$ cat src/rtl/uart_frame_parser.sv
// Frame delineator behind the UART receiver: HEADER, LEN, payload, CSUM; payload released only on checksum match.
// Optional inter-byte timeout is enabled by defining UART_FRAME_PARSER_TIMEOUT_EN.
module uart_frame_parser #(
    parameter int         CLOCK_FREQ   = 50_000_000,
    parameter int         BAUD_RATE    = 115_200,
    parameter logic [7:0] HEADER       = 8'h5A,
    parameter int         MAX_LEN      = 16,
    parameter int         TIMEOUT_BITS = 20
) (
    input  logic       clk,
    input  logic       rst_n,
    input  logic [7:0] rx_data,
    input  logic       rx_valid,
    input  logic       rx_err,
    output logic [7:0] out_data,
    output logic       out_valid,
    input  logic       out_ready,
    output logic       out_last,
    output logic       pkt_ok,
    output logic       pkt_err,
    output logic [1:0] err_code,
    output logic [7:0] drop_cnt,
    output logic       busy
);

    localparam int         IDX_W     = (MAX_LEN > 1) ? $clog2(MAX_LEN) : 1;
    localparam int         DEPTH     = 1 << IDX_W;
    localparam logic [7:0] MAX_LEN_B = 8'(MAX_LEN);

    typedef enum logic [2:0] {S_IDLE, S_LEN, S_PAYLOAD, S_CSUM, S_DRAIN} state_t;

    state_t     state;
    logic [7:0] len;
    logic [7:0] idx;
    logic [7:0] rd_idx;
    logic [7:0] sum;
    logic [7:0] pbuf [DEPTH];
    logic       buf_we;
    logic       in_frame;
    logic       tmo_hit;

    generate
        if (MAX_LEN < 1 || MAX_LEN > 255 || BAUD_RATE < 1 || CLOCK_FREQ < BAUD_RATE || TIMEOUT_BITS < 1) begin : g_bad_cfg
            $error("uart_frame_parser: invalid parameter set");
        end
    endgenerate

    assign in_frame = (state == S_LEN) || (state == S_PAYLOAD) || (state == S_CSUM);
    assign busy     = (state != S_IDLE);
    assign buf_we   = (state == S_PAYLOAD) && rx_valid && !rx_err;

`ifdef UART_FRAME_PARSER_TIMEOUT_EN
    localparam int TMO_LIMIT = TIMEOUT_BITS * (CLOCK_FREQ / BAUD_RATE);
    logic [31:0] tmo_cnt;

    // Counts silent cycles inside a frame; any received byte restarts the window.
    always_ff @(posedge clk or negedge rst_n) begin
        if (!rst_n) begin
            tmo_cnt <= '0;
        end else if (!in_frame || rx_valid) begin
            tmo_cnt <= '0;
        end else begin
            tmo_cnt <= tmo_cnt + 32'd1;
        end
    end

    assign tmo_hit = in_frame && (tmo_cnt == 32'(TMO_LIMIT - 1));
`else
    assign tmo_hit = 1'b0;
`endif

    // Payload storage carries no reset; its contents only matter after a full frame has been written.
    always_ff @(posedge clk) begin
        if (buf_we) begin
            pbuf[idx[IDX_W-1:0]] <= rx_data;
        end
    end

    always_ff @(posedge clk or negedge rst_n) begin
        if (!rst_n) begin
            state     <= S_IDLE;
            len       <= '0;
            idx       <= '0;
            rd_idx    <= '0;
            sum       <= '0;
            out_data  <= '0;
            out_valid <= 1'b0;
            out_last  <= 1'b0;
            pkt_ok    <= 1'b0;
            pkt_err   <= 1'b0;
            err_code  <= '0;
            drop_cnt  <= '0;
        end else begin
            pkt_ok  <= 1'b0;
            pkt_err <= 1'b0;
            case (state)
                S_IDLE: begin
                    if (rx_valid && !rx_err && rx_data == HEADER) begin
                        state <= S_LEN;
                    end
                end

                S_LEN: begin
                    if (rx_valid) begin
                        if (rx_err) begin
                            pkt_err  <= 1'b1;
                            err_code <= 2'd2;
                            state    <= S_IDLE;
                        end else if (rx_data > MAX_LEN_B) begin
                            pkt_err  <= 1'b1;
                            err_code <= 2'd1;
                            state    <= S_IDLE;
                        end else begin
                            len   <= rx_data;
                            sum   <= rx_data;
                            idx   <= '0;
                            state <= (rx_data == 8'd0) ? S_CSUM : S_PAYLOAD;
                        end
                    end else if (tmo_hit) begin
                        pkt_err  <= 1'b1;
                        err_code <= 2'd3;
                        state    <= S_IDLE;
                    end
                end

                S_PAYLOAD: begin
                    if (rx_valid) begin
                        if (rx_err) begin
                            pkt_err  <= 1'b1;
                            err_code <= 2'd2;
                            state    <= S_IDLE;
                        end else begin
                            sum <= sum + rx_data;
                            if (idx == len - 8'd1) begin
                                state <= S_CSUM;
                            end else begin
                                idx <= idx + 8'd1;
                            end
                        end
                    end else if (tmo_hit) begin
                        pkt_err  <= 1'b1;
                        err_code <= 2'd3;
                        state    <= S_IDLE;
                    end
                end

                S_CSUM: begin
                    if (rx_valid) begin
                        if (rx_err) begin
                            pkt_err  <= 1'b1;
                            err_code <= 2'd2;
                            state    <= S_IDLE;
                        end else if (rx_data == sum) begin
                            pkt_ok <= 1'b1;
                            if (len != 8'd0) begin
                                // First byte is presented together with the pkt_ok pulse.
                                state     <= S_DRAIN;
                                out_valid <= 1'b1;
                                out_data  <= pbuf[0];
                                out_last  <= (len == 8'd1);
                                rd_idx    <= 8'd1;
                            end else begin
                                state <= S_IDLE;
                            end
                        end else begin
                            pkt_err  <= 1'b1;
                            err_code <= 2'd0;
                            state    <= S_IDLE;
                        end
                    end else if (tmo_hit) begin
                        pkt_err  <= 1'b1;
                        err_code <= 2'd3;
                        state    <= S_IDLE;
                    end
                end

                S_DRAIN: begin
                    if (rx_valid && drop_cnt != 8'hFF) begin
                        drop_cnt <= drop_cnt + 8'd1;
                    end
                    if (out_valid && out_ready) begin
                        if (out_last) begin
                            out_valid <= 1'b0;
                            out_last  <= 1'b0;
                            state     <= S_IDLE;
                        end else begin
                            out_data <= pbuf[rd_idx[IDX_W-1:0]];
                            out_last <= (rd_idx == len - 8'd1);
                            rd_idx   <= rd_idx + 8'd1;
                        end
                    end
                end

                default: state <= S_IDLE;
            endcase
        end
    end

endmodule

$ cat config.mk
export PLATFORM = sky130hd
export DESIGN_NAME = uart_frame_parser
export DESIGN_NICKNAME = d
export VERILOG_FILES = /design/src/rtl/uart_frame_parser.sv
export SDC_FILE = /design/constraint.sdc
export NUM_CORES = 1
export LEC_CHECK = 0
export CAP_MARGIN = 10
export CORE_ASPECT_RATIO = 0.8
export CORE_MARGIN = 2
export CORE_UTILIZATION = 55
export DETAILED_ROUTE_END_ITERATION = 6
export PLACE_DENSITY_LB_ADDON = 0.05
export SYNTH_ARGS = -nofsm -noshare
export SYNTH_HDL_FRONTEND = slang
export SYNTH_SLANG_ARGS = --single-unit
$ cat constraint.sdc
create_clock -name clk -period 3.45 [get_ports clk]
set_clock_uncertainty 0.2 [all_clocks]
set_input_delay 0.345 -clock clk [delete_from_list [all_inputs] [get_ports clk]]
set_output_delay 0.345 -clock clk [all_outputs]
set_load 0.005 [all_outputs]
==> impl_summary.md, run 1 <==
Placed design
The total placed instance area is 9190 um^2. The last weighted congestion value of the routability-driven placer is 0.834. The number of buffers added on ports is 35.

The HPWL after detailed placement is between 10,000 and 15,000 um. The pre-CTS setup slack is 0.382 ns.

Timing
The worst slew margin relative to its limit is 59.8%. Based on the critical path, the design can be clocked at up to 361 MHz. The total count of hold-check failures in the final report is 0. After routing, the total negative slack on setup checks comes to 0 ns. Setup violations remaining at the end of the flow were counted as 0.

The shortest clock period the worst path allows after layout is approximately 2.8 ns. Final hold analysis gives a worst-case slack of 0.159 ns. After layout, the worst setup slack is around 0.68 ns. The final number of max-transition violations came to 0.

The post-route clock period utilization is 80.3%. The actual transition at the worst max-transition pin is roughly 0.60 ns. Setup repair after global routing left no endpoint under its margin.

Worst hold path
In this run the worst hold path is classified as input port to asynchronous set/reset pin.

Global routing
The overall routing resource usage is 24.3%. Entering global routing, the biggest net connects between 40 and 50 pins. The initial antenna violation count was 0. The total overflow reported by the global router is 0. The number of global-route vias before repair came to between 4,000 and 5,000. The global-route wire length before repair is about 28,000 um.

Yosys
The count of distinct cell types in the synthesized netlist is 58. The register bit total from synthesis is about 190. For this run, the number of Yosys warnings is 0. For this run, asynchronously set or reset flops after synthesis account for between 30% and 40%. The synthesized netlist devotes under 10% of its cell area to compound gates.

The post-synthesis area per instance is approximately 15 um^2. Ranked by total cell area, the synthesized netlist is headed by sky130_fd_sc_hd__edfxtp_1 (46%), sky130_fd_sc_hd__dfrtp_1 (17%), sky130_fd_sc_hd__mux4_2 (11%). The post-synthesis xor/xnor area fraction is 4.32%. The top-area cell type share of the netlist area is between 40 and 50%.

The mapped netlist covers ~8400 um^2. In the synthesized netlist, mux cells make up a little over an eighth of the area. Summed over all instances, the cell type with the most area after synthesis is sky130_fd_sc_hd__edfxtp_1. The share of synthesized area occupied by flip-flops and latches is 62.5%.

Summing the areas of all fa, ha and maj instances in the mapped netlist gives 2.61% of the synthesized area. Summing the areas of all and, or, nand and nor instances in the mapped netlist gives 10.9% of the synthesized area. The combinational family with the most area after synthesis is multiplexers. Counting flops with a built-in enable in the synthesized netlist gives around 130. In the synthesized netlist, the number of instances is about 580. Synthesis produced a netlist with a net count of 606. For this run, the leading register cell type out of synthesis is sky130_fd_sc_hd__edfxtp_1.

Drt
For this block, the initial DRC count from the detailed router was 486. The detailed-routing iteration count for the pre-antenna-repair pass is 5. Detailed routing placed a total of 1100 um of wire on met3.

The sum of routed wire length over all layers is 18,700 um. Once detail routing completed, the nets flagged for antenna violations numbered 0. The amount of wire on met2 after detailed routing is 8520 um. The via count of the routed design is ~5,000. The detailed-route wire length per cell is 22.1 um. The per-cell via count in the routed design is 6.02. The detailed router used layers up to and including met4. The total routed wire length on the met1 layer is a little under 9000 um. The DRC violation count after routing is 0.

Critical path
For the worst flop-to-flop path, the logic depth is 8. The standard cell with the maximum stage delay on the critical path is sky130_fd_sc_hd__dfrtp_1. Traced cell by cell, the critical path runs through inv_1, ha_1, nor3b_1, xnor2_1, nand4_1, nor4b_4, nor2_1, mux2_2. On the critical path the largest part of the delay comes from simple AND/OR/NAND/NOR gates. The kind of end point of the critical path is a flip-flop.

The critical path in this run is classified as flip-flop to flip-flop. STA classifies the critical path startpoint as a flip-flop. The stage delay of the slowest cell on the critical path is 0.47 ns. The buffers plus inverters on the worst setup path is 1. The worst endpoint data arrival time is 2.89 ns. The critical path crosses 8 cells after its start point. The maximum fanout along the worst path is 7. At the worst endpoint, the required time is 3.57 ns.

Floorplanning
The cell row count is 40. The initial standard-cell utilization of the core is 56.1%. The floorplan step defined a die boundary enclosing about 16,000 um^2. The die height is between 100 and 150 um. The floorplan step defined a core boundary enclosing 15,000 um^2.

In this run the count of I/O pins placed on the die edge is 36. From left edge to right edge, the die measures 142 um.

Pwr
The combinational power share is 17.3%. The fraction of power consumed by the clock network is 36.0%. Cell internal power was estimated by the tool at roughly 4200 uW. The worst vdd rail ir drop is 0.000381 V. Of the total power, the share spent switching nets is between 20% and 30%.

The total power density per cell area is 593 nW/um^2. The net switching component of the power is 1590 uW. The leakage power is about 0.0036 uW. The sequential power share is 46.6%.

CTS
TritonCTS built the clock tree. Counting along the longest clock path gives a buffer depth of 2. TritonCTS created 17 clock buffers. The number of gates resized after CTS was 0. The worst-skew pair later-pin latency is roughly 0.43 ns. The clock-pin slew on the worst setup and hold paths is 0.07 ns.

The TritonCTS sink count is between 150 and 200. The total setup buffers inserted after CTS is 0. The cell at the root of the clock tree is sky130_fd_sc_hd__clkbuf_16. The CTS H-tree depth is 4.

Finish
The final-stage net count is 673. The total inserted antenna cells is 0. Once layout is done, the placed cells without fillers occupy approximately 9800 um^2. Of the cells placed in the final design, the portion with a size suffix greater than 1 is 19.2%.

In the layout the commonest cells are sky130_fd_sc_hd__edfxtp_1 (128), sky130_fd_sc_hd__dfrtp_1 (56), sky130_fd_sc_hd__nand2_1 (47). Leaving out fill and tap cells, the most frequent cell in the layout is sky130_fd_sc_hd__edfxtp_1. The post-layout utilization of the core is 65.5%. The synthesis-to-finish area growth is 16.7%.

Run status
The run finished with clean final reports.

Flow run
The tool flagged a number of max-cap violations equal to 0.
[cell usage after synthesis (all sizes together), types with 4 or more instances]
cell,number
a21oi,7
nand3,16
nand2,47
xor2,15
xnor2,24
mux4,40
o21ai,14
nand2b,10
a31oi,4
nor3,16
dfrtp,57
clkbuf,14
buf,12
or3,6
mux2i,13
nor4,7
edfxtp,128
nor2,46
ha,16
nand4,12
mux2,6
inv,16
[layer usage]
layer / up-vias / global-route usage [%]
li1: 2318 / -
met1: 2569 / 36.3
met2: 174 / 36.5
met3: 23 / 6.23
met4: 0 / 6.27
met5: - / 0
[cells by family after synthesis]
logic type,after synthesis
muxes,59
adders and majority gates,17
AOI/OAI and AO/OA,53
buffers and inverters,42
and+or+nand+nor,180
xor gates and xnor gates,40
DFF,185
[power by group through the flow]
stage	Combinational (uW)	Clock, uW	Sequential [uW]
after global placement	983	0	2760
after CTS	1010	2130	2720
final	1010	2100	2720
after floorplan	770	0	2660
after global routing	1120	2210	2750
after detailed placement	1010	0	2760
[final timing paths]
check	startpoint	endpoint	slack, ns
hold reg to reg	out_data[5]	out_data[5]	0.28
max in group asynchronous	rst_n	idx[1]	2.01
setup reg to reg	len[0]	idx[1]	0.68
hold / removal	rst_n	drop_cnt[2]	0.16
min in group clk	out_data[5]	out_data[5]	0.28
setup / recovery	len[0]	idx[1]	0.68
[cell type report]
| cell class | instances | area (um^2) |
|---|---|---|
| clock inverter | 15 | 209 |
| fill | 1059 | 5180 |
| inverter | 16 | 60.1 |
| multi-input combinational | 349 | 2980 |
| sequential | 185 | 5270 |
| tap | 189 | 236 |
| timing repair buffer | 74 | 653 |
| clock buffer | 17 | 425 |
[flip-flops by register name (all words and copies together) (netlist names)]
name / flops
rd_idx: 8
idx: 8
pkt_ok: 1
err_code: 2
pbuf: 128
sum: 8
out_last: 1
drop_cnt: 8
pkt_err: 1
len: 8
out_valid: 1
out_data: 8
state: 3
[timing repair]
action,in CTS,in global routing
setup endpoints to repair,0,0
hold buffers,1,0
endpoints found under the hold margin,17,0
[stage by stage]
stage | power [uW] | instances
5_1_grt | 6080 | 845
3_3_place_gp | 3740 | 812
2_1_floorplan | 3430 | 576
3_5_place_dp | 3770 | 812
6_report | 5830 | 845
4_1_cts | 5850 | 845
Power figures use the tool's default switching activity.
==> run 2: changes to the inputs <==
Clock period 3.45 ns to 2.3 ns, I/O delays scaled along.
==> run 2 against run 1 <==
  * The flow now finishes with violations (negative setup slack)
  * Critical path type unchanged
  * Via count increased by 7.8%
  * Clock power increased by 41%
  * Highest routed layer unchanged
  * Utilization increased by 6.2 points
==> impl_summary.md, run 2 (synthesized netlist as in run 1, its figures left out) <==
Run status
The run finished, with violations left. The final reports fail on negative setup slack.

Timing
In this run the tightest slew margin relative to its limit is 66.7%. For the pin with the worst max-slew slack, the measured transition is 0.500 ns. Setup repair after global routing could not meet its margin everywhere. The total count of hold-check failures in the final report is 0. The smallest setup slack after layout is -0.0415 ns. The final number of max-transition violations is 0. Adding up every negative setup slack in the final design gives -0.225 ns. Setup violations remaining at the end of the flow were counted as 9. The routed design could run at a clock period as short as about 2.3 ns. The top achievable clock speed is 427 MHz. Of the available clock period, the critical path in the final layout requires 102%.

Finish
In the layout the commonest cells are sky130_fd_sc_hd__edfxtp_1 (128), sky130_fd_sc_hd__buf_4 (105), sky130_fd_sc_hd__dfrtp_1 (54). The synthesis-to-finish area growth is 27.7%. Of the cells placed in the final design, the portion with a size suffix greater than 1 is approximately a third. At the end of the flow, the number of nets in the layout was 751. Once layout is done, the placed cells without fillers occupy 10,800 um^2. The most frequent standard cell in the layout excluding fill and tap cells is sky130_fd_sc_hd__edfxtp_1.

The register with the most flip-flops in the layout has approximately 130 of them. The finished layout holds 923 standard cells, fillers aside. 0 antenna diodes ended up in the layout. The fill cell instance count of the final layout is 962.

Global routing
The overall routing resource usage is between 20% and 30%. After global routing the overflow that remains totals 0. Entering global routing, the biggest net connects 38 pins.

The first global-routing pass estimated 31,400 um of wire. The number of global-route vias before repair is 5,531. The initial antenna violation count came to 1.

Drt
Using the TritonRoute via totals, the vias-per-cell ratio works out to 5.94. For this block, the routed nets add up to ~20,000 um of wire. The via count of the routed design is ~5,500. The first routing iteration left 537 violations.

After detailed routing, the number of remaining DRC violations is 0. The post-route antenna net violation count is 0. Dividing the detail-routed wire length by the instance count gives 22.1 um.

The detailed-routing iteration count for the pre-antenna-repair pass is 4.

CTS
The H-tree was split into 4 levels. The TritonCTS clock tree is yes. The number of buffers on the longest clock path is 2. The tree built by TritonCTS fans out to 185 sinks.

The worst-skew pair later-pin latency is 0.43 ns. Buffers inserted during clock tree synthesis total 17. Clock-pin slew was measured on the worst setup and hold paths at 0.07 ns. The cell at the root of the clock tree is sky130_fd_sc_hd__clkbuf_16.

Floorplanning
The floorplan has 40 rows. The die height is 115 um. The area of the core is about 15,000 um^2. Once the floorplan was initialized, standard cells occupied 56.1% of the core.

36 I/O pins were placed. The die extent in x is 142 um. The floorplan die area is 16,300 um^2.

Flow run
The number of maximum-capacitance violations is 0.

Pwr
The leakage power is 0.00403 uW. The total power density per cell area is around 870 nW/um^2. The worst-case IR drop observed on VDD is around 0.0006 V.

Placed design
The HPWL after detailed placement is 13,900 um. Port buffering added 35 buffers. The total instance count after detailed placement is 874. Prior to clock tree synthesis, the placed netlist has a worst setup slack of -0.727 ns. The total placed instance area is between 9000 and 10,000 um^2. At the end of routability-driven placement, the weighted congestion stood at around 0.84.

Critical path
The critical path is of the flip-flop to flip-flop type. The data required time of the critical path is 2.46 ns. The worst setup path is captured at a flip-flop.

On the critical path, the stage with the largest delay is an instance of sky130_fd_sc_hd__or4_1. The stage delay of the slowest cell on the critical path is slightly below 0.5 ns. The launching element type of the critical path is a flip-flop. The most common cell type on the critical path is sky130_fd_sc_hd__buf_4. The critical path goes through buf_4, buf_4, nor4_1, a31oi_1, o2bb2ai_2, nor4b_4, buf_6, or4_1, a21oi_2. For the worst setup path, the data arrival time is 2.51 ns.

Along the worst path, the maximum fanout reaches 8.

Worst hold path
The class of the tightest hold or removal check is input port to asynchronous set/reset pin.
## run 2: cell types whose count changed in the layout (fill, tap and decap cells not counted), moves of 4 or more
| cell | before | now |
|---|---|---|
| sky130_fd_sc_hd__buf_12 | 1 | 5 |
| sky130_fd_sc_hd__ha_4 | 0 | 5 |
| sky130_fd_sc_hd__o21ai_1 | 0 | 8 |
| sky130_fd_sc_hd__o21ai_0 | 14 | 5 |
| sky130_fd_sc_hd__nor3_1 | 14 | 7 |
| sky130_fd_sc_hd__nor3_2 | 2 | 7 |
| sky130_fd_sc_hd__buf_6 | 0 | 5 |
| sky130_fd_sc_hd__buf_4 | 37 | 105 |
| sky130_fd_sc_hd__ha_1 | 16 | 10 |
## run 2: critical path: cells and delay by family, from the launching register on
kind | cells | cell delay, ns
AOI/OAI and AO/OA | 3 | 0.40
buffers and inverters | 3 | 0.45
DFF | 1 | 0.39
and+or+nand+nor | 3 | 0.84
## run 2: path summary, 6_finish.rpt
check,start,endpoint,slack (ns),depth (start not counted)
min reg2reg,out_data[5],out_data[5],0.30,2
min in group clk,rx_data[1],pbuf[8][1],0.28,2
max,len[0],idx[6],-0.04,9
min,rst_n,drop_cnt[3],0.10,2
max in group asynchronous,rst_n,len[2],1.20,3
max reg2reg,len[0],idx[6],-0.04,9
## run 2: routing by layer
metal / wire length, um / global-route usage [%]
met1: 9260 / 38.9
met2: 9630 / 41.2
met3: 1190 / 5.14
met4: 295 / 6.80
met5: 0 / 0
## run 2: through the flow
| stage | hold slack [ns] | util, % | total power, uW |
|---|---|---|---|
| detailed placement | 0.0261 | 64.9 | 6080 |
| CTS | 0.0987 | 70.2 | 9230 |
| global route | 0.145 | 71.7 | 9750 |
| global placement | 0.0162 | 64.9 | 6020 |
| floorplan | -0.266 | - | 5210 |
| finish | 0.101 | 71.7 | 9330 |
## run 2: repair_timing
action	CTS	global route
hold endpoints to repair	57	0
resized for setup	37	27
pin swaps	8	14
setup endpoints to repair	27	137
hold buffers	1	0
buffers inserted	5	12
gates cloned	0	1
## run 2: where the power goes
part / internal, uW / switching, uW / total [uW]
logic: 1280 / 1090 / 2370
clock network: 1720 / 1260 / 2970
registers: 3770 / 218 / 3990
total: 6760 / 2570 / 9330
## run 2: final cells by class
type                    instances  area (um^2)  area share (%)
well taps                     189          236            2.20
inverters                      16         60.1           0.558
clock buffers                  18          429            3.99
multi-input cells             349         3270            30.4
repair buffers                152         1330            12.3
clock inverters                14          168            1.56
flip-flops and latches        185         5270            49.0
